$ cat config.mk
export PLATFORM = sky130hd
export DESIGN_NAME = serial_sub
export DESIGN_NICKNAME = d
export VERILOG_FILES = /design/src/rtl/serial_sub.sv
export SDC_FILE = /design/constraint.sdc
export NUM_CORES = 1
export LEC_CHECK = 0
export CAP_MARGIN = 0
export CORE_MARGIN = 3
export CORE_UTILIZATION = 40
export DETAILED_ROUTE_END_ITERATION = 8
export PLACE_DENSITY_LB_ADDON = 0.15
export SYNTH_ARGS = -nofsm -noshare
export SYNTH_HDL_FRONTEND = slang
export SYNTH_SLANG_ARGS = --single-unit
export TNS_END_PERCENT = 20
$ cat constraint.sdc
create_clock -name clk_i -period 1.8 [get_ports clk_i]
set_clock_uncertainty 0.05 [all_clocks]
set_input_delay 0.36 -clock clk_i [delete_from_list [all_inputs] [get_ports clk_i]]
set_output_delay 0.36 -clock clk_i [all_outputs]
set_load 0.005 [all_outputs]
$ cat src/rtl/serial_sub.sv
// Bit-serial unsigned subtractor: one full-subtract slice, LSB first, one bit per clock.
// Result and final borrow are registered and held until the next completed operation.
module serial_sub #(
    parameter int unsigned WIDTH = 8
) (
    input  logic             clk_i,
    input  logic             rst_i,
    input  logic             start_i,
    input  logic [WIDTH-1:0] a_i,
    input  logic [WIDTH-1:0] b_i,
    output logic             busy_o,
    output logic             valid_o,
    output logic [WIDTH-1:0] diff_o,
    output logic             borrow_o
);

    localparam int unsigned CNT_W = (WIDTH > 1) ? $clog2(WIDTH) : 1;

    typedef enum logic [1:0] {
        IDLE = 2'd0,
        RUN  = 2'd1,
        DONE = 2'd2
    } state_t;

    state_t           state;
    logic [WIDTH-1:0] a_sr;
    logic [WIDTH-1:0] b_sr;
    logic [WIDTH-1:0] res_sr;
    logic             br;
    logic [CNT_W-1:0] cnt;

    logic a0_c;
    logic b0_c;
    logic d_c;
    logic br_nx_c;

    // Full-subtract slice on the current operand LSBs
    assign a0_c    = a_sr[0];
    assign b0_c    = b_sr[0];
    assign d_c     = a0_c ^ b0_c ^ br;
    assign br_nx_c = (~a0_c & b0_c) | (~(a0_c ^ b0_c) & br);

    always_ff @(posedge clk_i) begin
        if (rst_i) begin
            state    <= IDLE;
            a_sr     <= '0;
            b_sr     <= '0;
            res_sr   <= '0;
            br       <= 1'b0;
            cnt      <= '0;
            busy_o   <= 1'b0;
            valid_o  <= 1'b0;
            diff_o   <= '0;
            borrow_o <= 1'b0;
        end else begin
            valid_o <= 1'b0;
            case (state)
                IDLE: begin
                    if (start_i) begin
                        a_sr   <= a_i;
                        b_sr   <= b_i;
                        br     <= 1'b0;
                        cnt    <= '0;
                        busy_o <= 1'b1;
                        state  <= RUN;
                    end
                end
                RUN: begin
                    a_sr   <= a_sr >> 1;
                    b_sr   <= b_sr >> 1;
                    res_sr <= {d_c, res_sr[WIDTH-1:1]};
                    br     <= br_nx_c;
                    cnt    <= cnt + CNT_W'(1);
                    if (cnt == CNT_W'(WIDTH - 1)) begin
                        state <= DONE;
                    end
                end
                DONE: begin
                    // Publish the result as the FSM drops back to IDLE
                    diff_o   <= res_sr;
                    borrow_o <= br;
                    valid_o  <= 1'b1;
                    busy_o   <= 1'b0;
                    state    <= IDLE;
                end
                default: begin
                    busy_o <= 1'b0;
                    state  <= IDLE;
                end
            endcase
        end
    end

endmodule

==> results.md, run 1 <==
Pwr
- power density over the cells: 813 nW/um^2
- net load switching power: 414 uW
- total power consumption of the routed design: 1740 uW
- Switching Fraction: 0.239
- Worst IR Drop VDD: 0.528 mV
- static power due to leakage: 0.000785 uW
- proportion of power drawn by the clock network: 0.307
- internal power component: 1320 uW
- power share of the sequential group: 0.561
- combinational power share: 0.132

Setup path
- Max FO, Critical Path: 2
- Crit Path Class: reg2out
- Worst EP arrival: 1.14 ns
- worst-path cell chain: clkdlybuf4s50_1
- Worst EP required: 1.39 ns
- crit-path leading delay family: buffers and inverters
- Worst Setup Start Kind: flip-flop
- crit path max-delay cell type: sky130_fd_sc_hd__clkdlybuf4s50_1
- biggest cell delay along the critical path: 0.51 ns
- Register-to-Register Setup Slack: 0.44 ns
- worst reg-to-reg path cell count: 3
- Worst Setup End Kind: primary output
- critical register-to-register path endpoint: res_sr[7]
- Critical R2R Launch: state[0]
- number of buffer and inverter instances along the worst setup path: 1

Timing
- Final Max Slew Viols: 0
- relative max-transition margin: 0.719
- part of the cycle the worst path needs: 0.861
- Final WS setup: 0.250 ns
- Finish-stage setup viols: 0
- number of hold violations in the final report: 0
- summed negative setup slack over all endpoints: 0 ns
- top achievable clock speed: 0.645 GHz
- Slew @ Worst Pin: 0.422 ns
- clock period minus final worst setup slack: 1.55 ns
- RSZ-0062 raised after global routing: no

Drt
- WL/cell: 12.6 um
- vias per cell: 5.13
- number of remaining DRC errors: 0
- first drt pass iteration count: 4
- total via count after detailed routing: 1,319
- wire length after detailed routing: 3240 um
- number of routed nets with antenna violations: 0
- number of design-rule violations left by the first detailed-router iteration: 88

Synth
- area fraction of the dominant cell type after synthesis: 0.472
- main area contributors after synthesis: sky130_fd_sc_hd__dfxtp_1 47%, sky130_fd_sc_hd__a211oi_2 10%, sky130_fd_sc_hd__mux2i_1 8.6%
- post-synthesis async set-or-reset flop share: 0
- dominant cell by count in the synthesized netlist: sky130_fd_sc_hd__dfxtp_1
- register area share after synthesis: 0.472
- mapped cell area: 1740 sq um
- post-synthesis cell count: 176
- synthesized area divided by synthesized cell count: 9.88 sq um
- number of synthesized flops with an enable pin: 0
- number of warning messages in the yosys log: 0
- Primary FF master, synth: sky130_fd_sc_hd__dfxtp_1
- Unique masters post-synth: 25
- syn_nets: 198
- Synth Register Bits: 41
- list of most frequent post-synthesis cells: 41 x sky130_fd_sc_hd__dfxtp_1, 32 x sky130_fd_sc_hd__nand2_1, 17 x sky130_fd_sc_hd__a21oi_1, 17 x sky130_fd_sc_hd__nor2_1, 15 x sky130_fd_sc_hd__mux2i_1
- Synth area leader: sky130_fd_sc_hd__dfxtp_1

Clocking
- Root Driver: sky130_fd_sc_hd__clkbuf_8
- number of H-tree branching levels: 2
- CTS tree: built
- Max Buffers Root-to-Sink: 2
- setup fix buffers added after clock tree synthesis: 0
- clock buffers created by TritonCTS: 5
- clock transition at the register clock pins on the worst setup and hold paths after CTS: 0.07 ns
- clock tree sinks: 41
- number of gates given a new drive strength after cts: 0
- Post-CTS Hold Fix Bufs: 0
- insertion delay to the later sink of the worst-skew pair: 0.29 ns

Global route
- via count of the first global-routing pass: 1,265
- gr ovfl total: 0
- all-layer global routing usage: 0.140
- global routing usage on met3: 0.0471
- first-pass GRT wire length: 5680 um
- routing usage on met1: 0.173
- global-route track usage on met2: 0.230
- Top Usage Layer GRT: met2
- number of antenna violations at the first check in global routing: 0
- maximum number of pins on one net before global-route repair: 23

Worst hold path
- launch point of the worst hold path: diff_o[5]
- worst hold path cell count: 2
- Hold WC Path Type: reg2reg
- worst hold path endpoint: diff_o[5]

Final layout
- Storage cell area: 821 sq um
- area taken by multi-input logic gates: 803 sq um
- layout overhead on the synthesized area: 22.9%
- Filler Cells Inserted: 377
- fraction of layout cells with a size suffix above 1: 0.174
- number of nets in the layout: 230
- antenna fix cells: 0

Floorplanning
- area of the die: 5180 sq um
- die span in x: 71.9 um
- Cell Rows: 23
- IO Pins: 30
- starting utilization of the core area: 0.426
- core region area: 4090 sq um
- chip height: 71.9 um

Run
- reported max-cap violation count: 0

Place
- I/O Buffers: 29
- post-DP HPWL: 2470 um
- last weighted congestion value of the routability-driven placer: 0.734
- DP Worst Slack: 0.0615 ns

Outcome
- result of the run: completed

[metal layers]
layer | vias up | wire length (um) | part of all wire
li1 | 666 | - | -
met1 | 616 | 1430 | 0.44
met2 | 31 | 1590 | 0.49
met3 | 6 | 173 | 0.053
met4 | 0 | 52 | 0.016
met5 | - | 0 | 0
[flip-flops by register name (all words and copies together) (netlist names)]
| name | flops |
|---|---|
| a_sr | 8 |
| b_sr | 8 |
| borrow_o | 1 |
| br | 1 |
| busy_o | 1 |
| cnt | 3 |
| diff_o | 8 |
| res_sr | 8 |
| state | 2 |
| valid_o | 1 |
[layout make-up]
class	instances	share of cell area
clock inverters	1	0.00234
clock buffers	5	0.0322
multi-input cells	120	0.376
inverters	2	0.00351
repair buffers	38	0.173
well taps	50	0.0293
flip-flops and latches	41	0.384
[per-stage QoR]
stage | hold WS, ns | area [sq um] | cells | utilization
CTS | 0.408 | 2140 | 257 | 0.523
detailed placement | 0.401 | 2060 | 251 | 0.505
global placement | 0.393 | 2060 | 251 | 0.505
global route | 0.421 | 2140 | 257 | 0.523
floorplan | 0.382 | 1740 | 176 | -
finish | 0.408 | 2140 | 257 | 0.523
[logic make-up (layout without fill, tap and decap cells)]
kind of cell | Yosys count | after routing | synth area share
AND/OR/NAND/NOR | 62 | 62 | 0.155
AO/OA/AOI/OAI | 40 | 40 | 0.194
multiplexers | 15 | 15 | 0.0863
adder cells (fa/ha/maj) | 3 | 3 | 0.0259
flip-flops | 41 | 41 | 0.472
buffers and inverters | 15 | 46 | 0.0662
[cell usage in the layout (no fill, tap or decap), types with 2 or more instances in the layout]
master / count
sky130_fd_sc_hd__a211oi_2: 14
sky130_fd_sc_hd__inv_1: 2
sky130_fd_sc_hd__dfxtp_1: 41
sky130_fd_sc_hd__nor2_1: 17
sky130_fd_sc_hd__ha_1: 2
sky130_fd_sc_hd__and2b_1: 2
sky130_fd_sc_hd__a21oi_1: 17
sky130_fd_sc_hd__clkbuf_8: 5
sky130_fd_sc_hd__a22oi_1: 5
sky130_fd_sc_hd__nor3b_1: 2
sky130_fd_sc_hd__nor2_2: 6
sky130_fd_sc_hd__nand2_1: 32
sky130_fd_sc_hd__buf_4: 8
sky130_fd_sc_hd__clkdlybuf4s50_1: 29
sky130_fd_sc_hd__mux2i_1: 15
[worst max path at each step]
stage | cells past startpoint | to | startpoint
5_1_grt | 1 | diff_o[2] | diff_o[2]
3_5_place_dp | 5 | a_sr[0] | start_i
6_report | 1 | busy_o | busy_o
2_1_floorplan | 5 | a_sr[1] | state[1]
4_1_cts | 1 | busy_o | busy_o
3_3_place_gp | 5 | a_sr[0] | start_i
[power groups by stage]
stage / Sequential [uW] / Clock (uW) / Combinational [uW]
final: 975 / 534 / 229
after global routing: 980 / 595 / 252
after CTS: 975 / 564 / 233
after detailed placement: 996 / 0 / 233
after global placement: 994 / 0 / 223
after floorplan: 988 / 0 / 167
Power figures use the tool's default switching activity.
==> run 2, diff against run 1 <==
- CORE_MARGIN: 3 -> 2
- CTS_CLUSTER_SIZE: unset -> 20
==> results.md, run 2 (synthesis results as in run 1) <==
Outcome
- result of the run: completed

Clocking
- clock buffers created by TritonCTS: 5
- clock transition at the register clock pins on the worst setup and hold paths after CTS: 0.08 ns
- Root Driver: sky130_fd_sc_hd__clkbuf_8
- number of H-tree branching levels: 2
- number of gates given a new drive strength after cts: 0
- setup fix buffers added after clock tree synthesis: 0
- CTS tree: built
- clock tree sinks: 41
- Max Buffers Root-to-Sink: 2
- insertion delay to the later sink of the worst-skew pair: 0.30 ns
- Post-CTS Hold Fix Bufs: 0

Setup path
- Worst Setup Start Kind: flip-flop
- crit path max-delay cell type: sky130_fd_sc_hd__clkdlybuf4s50_1
- Crit Path Class: reg2out
- Max FO, Critical Path: 2
- number of gates on the worst path with buffers counted: 1
- biggest cell delay along the critical path: 0.50 ns
- worst reg-to-reg path cell count: 3
- Worst EP required: 1.39 ns
- number of buffer and inverter instances along the worst setup path: 1
- worst-path cell chain: clkdlybuf4s50_1
- Worst EP arrival: 1.15 ns
- Worst Setup End Kind: primary output
- crit-path leading delay family: buffers and inverters

Floorplanning
- starting utilization of the core area: 0.426
- core region area: 4090 sq um
- chip height: 69.9 um
- die span in x: 69.9 um
- area of the die: 4890 sq um
- IO Pins: 30
- Cell Rows: 23

Final layout
- number of nets in the layout: 227
- layout overhead on the synthesized area: 26.5%
- fraction of layout cells with a size suffix above 1: 0.170
- antenna fix cells: 0
- most common cell after layout, fill and taps aside: sky130_fd_sc_hd__dfxtp_1
- most used cells in the layout excluding fill and tap cells: 41 x sky130_fd_sc_hd__dfxtp_1, 32 x sky130_fd_sc_hd__nand2_1, 29 x sky130_fd_sc_hd__clkdlybuf4s50_1, 17 x sky130_fd_sc_hd__nor2_1, 17 x sky130_fd_sc_hd__a21oi_1

Global route
- via count of the first global-routing pass: 1,243
- number of antenna violations at the first check in global routing: 0
- global routing usage on met3: 0.0332
- all-layer global routing usage: 0.142
- global-route track usage on met2: 0.247
- maximum number of pins on one net before global-route repair: 26
- gr ovfl total: 0
- routing usage on met1: 0.161
- first-pass GRT wire length: 5610 um
- Top Usage Layer GRT: met2

Timing
- RSZ-0062 raised after global routing: no
- summed negative setup slack over all endpoints: 0 ns
- Final WS setup: 0.242 ns
- Slew @ Worst Pin: 0.430 ns
- hold slack: 0.408 ns
- Final Max Slew Viols: 0
- clock period minus final worst setup slack: 1.56 ns
- relative max-transition margin: 0.713
- part of the cycle the worst path needs: 0.866
- Finish-stage setup viols: 0
- top achievable clock speed: 0.642 GHz
- number of hold violations in the final report: 0

Drt
- number of routed nets with antenna violations: 0
- number of design-rule violations left by the first detailed-router iteration: 60
- total via count after detailed routing: 1,297
- number of remaining DRC errors: 0
- vias per cell: 5.07
- wire length after detailed routing: 3210 um
- WL/cell: 12.5 um
- first drt pass iteration count: 4

Pwr
- Worst IR Drop VDD: 0.612 mV
- power density over the cells: 946 nW/um^2
- static power due to leakage: 0.000808 uW

Run
- reported max-cap violation count: 0

Place
- DP Worst Slack: 0.169 ns
- post-DP HPWL: 2230 um
- last weighted congestion value of the routability-driven placer: 0.772
- I/O Buffers: 29

Worst hold path
- Hold WC Path Type: reg2reg
- worst hold path cell count: 2

run 2: cell types whose count changed in the layout (fill, tap and decap cells not counted):
cell                        before  now
sky130_fd_sc_hd__buf_4           8    3
sky130_fd_sc_hd__buf_12          1    3
sky130_fd_sc_hd__bufinv_16       0    2
run 2: power breakdown:
group / total, uW / switching (uW) / internal [uW]
combinational: 228 / 105 / 123
clock: 878 / 327 / 551
sequential: 976 / 29.2 / 947
total: 2080 / 461 / 1620
run 2: stage by stage:
stage / instance area (sq um) / cells / utilization / total power (uW)
floorplan: 1740 / 176 / - / 1160
global placement: 2070 / 248 / 0.506 / 1220
detailed placement: 2070 / 248 / 0.506 / 1230
CTS: 2200 / 256 / 0.539 / 2100
global route: 2200 / 256 / 0.539 / 2160
finish: 2200 / 256 / 0.539 / 2080
run 2: path summary, 6_finish.rpt:
check | from | end | slack, ns
max | borrow_o | borrow_o | 0.24
min | diff_o[3] | diff_o[3] | 0.41
max reg2reg | state[0] | state[0] | 0.26
min reg2reg | diff_o[3] | diff_o[3] | 0.41
run 2: metal layers:
metal	part of all wire	wire, um	vias to the layer above
li1	-	-	658
met1	0.46	1470	608
met2	0.48	1530	24
met3	0.043	137	7
met4	0.022	70	0
met5	0	0	-
run 2: area by class of cell:
| class | instances | area [sq um] |
|---|---|---|
| Fill cell | 379 | 1890 |
| Sequential cell | 41 | 821 |
| Multi-Input combinational cell | 120 | 803 |
| Timing Repair Buffer | 35 | 373 |
| Clock buffer | 5 | 68.8 |
| Clock inverter | 3 | 65.1 |
| Tap cell | 50 | 62.6 |
| Inverter | 2 | 7.51 |
==> run 3, diff against run 2 <==
- ABC_AREA: unset -> 1
==> results.md, run 3 <==
Floorplanning
- Cell Rows: 24
- chip height: 70.6 um
- starting utilization of the core area: 0.410
- die span in x: 70.6 um
- area of the die: 4980 sq um
- core region area: 4320 sq um
- IO Pins: 30

Synth
- post-synthesis cell count: 260
- area fraction of the dominant cell type after synthesis: 0.463
- Synth area leader: sky130_fd_sc_hd__dfxtp_1
- Primary FF master, synth: sky130_fd_sc_hd__dfxtp_1
- main area contributors after synthesis: sky130_fd_sc_hd__dfxtp_1 46%, sky130_fd_sc_hd__nor2_1 18%, sky130_fd_sc_hd__nand2_1 15%
- Synth Register Bits: 41
- number of warning messages in the yosys log: 0
- number of synthesized flops with an enable pin: 0
- synthesized area divided by synthesized cell count: 6.81 sq um
- syn_nets: 282
- Unique masters post-synth: 19
- dominant cell by count in the synthesized netlist: sky130_fd_sc_hd__nor2_1
- post-synthesis async set-or-reset flop share: 0
- mapped cell area: 1770 sq um
- register area share after synthesis: 0.463
- list of most frequent post-synthesis cells: 84 x sky130_fd_sc_hd__nor2_1, 69 x sky130_fd_sc_hd__nand2_1, 41 x sky130_fd_sc_hd__dfxtp_1

Final layout
- antenna fix cells: 0
- utilization of the core after routing: 0.506
- layout overhead on the synthesized area: 23.6%
- most used cells in the layout excluding fill and tap cells: 84 x sky130_fd_sc_hd__nor2_1, 69 x sky130_fd_sc_hd__nand2_1, 41 x sky130_fd_sc_hd__dfxtp_1, 29 x sky130_fd_sc_hd__clkdlybuf4s50_1, 19 x sky130_fd_sc_hd__inv_1
- most common cell after layout, fill and taps aside: sky130_fd_sc_hd__nor2_1
- area taken by multi-input logic gates: 786 sq um
- Storage cell area: 821 sq um
- fraction of layout cells with a size suffix above 1: 0.0519
- number of nets in the layout: 311
- Filler Cells Inserted: 460

Setup path
- worst reg-to-reg path cell count: 5
- Register-to-Register Setup Slack: 0.45 ns
- biggest cell delay along the critical path: 0.51 ns
- Max FO, Critical Path: 2
- number of buffer and inverter instances along the worst setup path: 1
- Crit Path Class: reg2out
- Setup crit start: busy_o
- Worst EP required: 1.39 ns
- Worst Setup Start Kind: flip-flop
- worst-path cell chain: clkdlybuf4s50_1
- Worst Setup End Kind: primary output
- critical register-to-register path endpoint: borrow_o
- crit-path leading delay family: buffers and inverters
- Worst EP arrival: 1.15 ns
- Critical R2R Launch: state[1]
- crit path max-delay cell type: sky130_fd_sc_hd__clkdlybuf4s50_1

Place
- DP Worst Slack: 0.198 ns
- post-DP HPWL: 2220 um
- I/O Buffers: 29
- last weighted congestion value of the routability-driven placer: 0.692

Worst hold path
- worst hold path endpoint: a_sr[7]
- launch point of the worst hold path: a_sr[7]
- Hold WC Path Type: reg2reg
- worst hold path cell count: 2

Drt
- first drt pass iteration count: 4
- vias per cell: 4.43
- wire length after detailed routing: 3490 um
- WL/cell: 10.2 um
- number of design-rule violations left by the first detailed-router iteration: 59
- total via count after detailed routing: 1,509
- number of remaining DRC errors: 0
- number of routed nets with antenna violations: 0

Global route
- maximum number of pins on one net before global-route repair: 35
- via count of the first global-routing pass: 1,429
- number of antenna violations at the first check in global routing: 0
- first-pass GRT wire length: 6290 um
- all-layer global routing usage: 0.158
- global routing usage on met3: 0.0527
- routing usage on met1: 0.189
- Top Usage Layer GRT: met2
- global-route track usage on met2: 0.259
- gr ovfl total: 0

Pwr
- static power due to leakage: 0.00102 uW
- power density over the cells: 850 nW/um^2
- Worst IR Drop VDD: 0.461 mV
- total power consumption of the routed design: 1860 uW

Clocking
- CTS tree: built
- insertion delay to the later sink of the worst-skew pair: 0.29 ns
- clock tree sinks: 41
- Root Driver: sky130_fd_sc_hd__clkbuf_8
- clock buffers created by TritonCTS: 5
- clock transition at the register clock pins on the worst setup and hold paths after CTS: 0.07 ns
- number of gates given a new drive strength after cts: 0
- number of H-tree branching levels: 2
- setup fix buffers added after clock tree synthesis: 0
- Max Buffers Root-to-Sink: 2
- Post-CTS Hold Fix Bufs: 0

Run
- reported max-cap violation count: 0

Outcome
- result of the run: completed

Timing
- Slew @ Worst Pin: 0.494 ns
- Finish-stage setup viols: 0
- hold slack: 0.411 ns
- summed negative setup slack over all endpoints: 0 ns
- Final WS setup: 0.239 ns
- Final Max Slew Viols: 0
- relative max-transition margin: 0.670
- part of the cycle the worst path needs: 0.867
- top achievable clock speed: 0.640 GHz
- RSZ-0062 raised after global routing: no
- number of hold violations in the final report: 0
- clock period minus final worst setup slack: 1.56 ns

==> run 3: cell types whose count changed after synthesis, moves of 3 or more <==
| cell | before | now |
|---|---|---|
| sky130_fd_sc_hd__a211oi_2 | 14 | 0 |
| sky130_fd_sc_hd__nor2_1 | 17 | 84 |
| sky130_fd_sc_hd__buf_2 | 3 | 6 |
| sky130_fd_sc_hd__nand2_1 | 32 | 69 |
| sky130_fd_sc_hd__nor2_2 | 6 | 1 |
| sky130_fd_sc_hd__mux2i_1 | 15 | 0 |
| sky130_fd_sc_hd__inv_1 | 2 | 19 |
| sky130_fd_sc_hd__a22oi_1 | 5 | 0 |
| sky130_fd_sc_hd__a21oi_1 | 17 | 6 |
| sky130_fd_sc_hd__o21ai_0 | 0 | 18 |
==> run 3: final cells by class <==
type	instances	area share
clock buffers	7	0.0394
multi-input cells	186	0.359
repair buffers	34	0.161
inverters	21	0.0360
well taps	52	0.0297
flip-flops and latches	41	0.375
==> run 3: metrics by stage <==
step	instances	instance area (sq um)
after floorplan	260	1770
after global placement	334	2100
after detailed placement	334	2100
after CTS	341	2190
after global routing	341	2190
final	341	2190
==> run 3: worst max path at each step <==
stage | slack (ns) | end | cells after the start
finish | 0.24 | busy_o | 1
global route | 0.20 | busy_o | 1
CTS | 0.22 | busy_o | 1
detailed placement | 0.20 | a_sr[0] | 6
global placement | 0.21 | a_sr[0] | 6
floorplan | 0.64 | a_sr[5] | 7
==> run 3: layer usage <==
layer | up-vias | wire length (um)
met2 | 25 | 1480
met4 | 0 | 69
met5 | - | 0
met3 | 6 | 176
li1 | 833 | -
met1 | 645 | 1760
==> run 3: cells by family after synthesis <==
family          synth area share
buf+inv                   0.0932
fa+ha+maj                 0.0254
compound gates            0.0720
flops                      0.463
simple gates               0.346
==> run 3: report_power, final <==
group          leakage, uW  internal, uW  switching (uW)
registers         0.000336           962            28.1
clock network    0.0000443           304             296
logic             0.000638           121             150
total              0.00102          1390             474
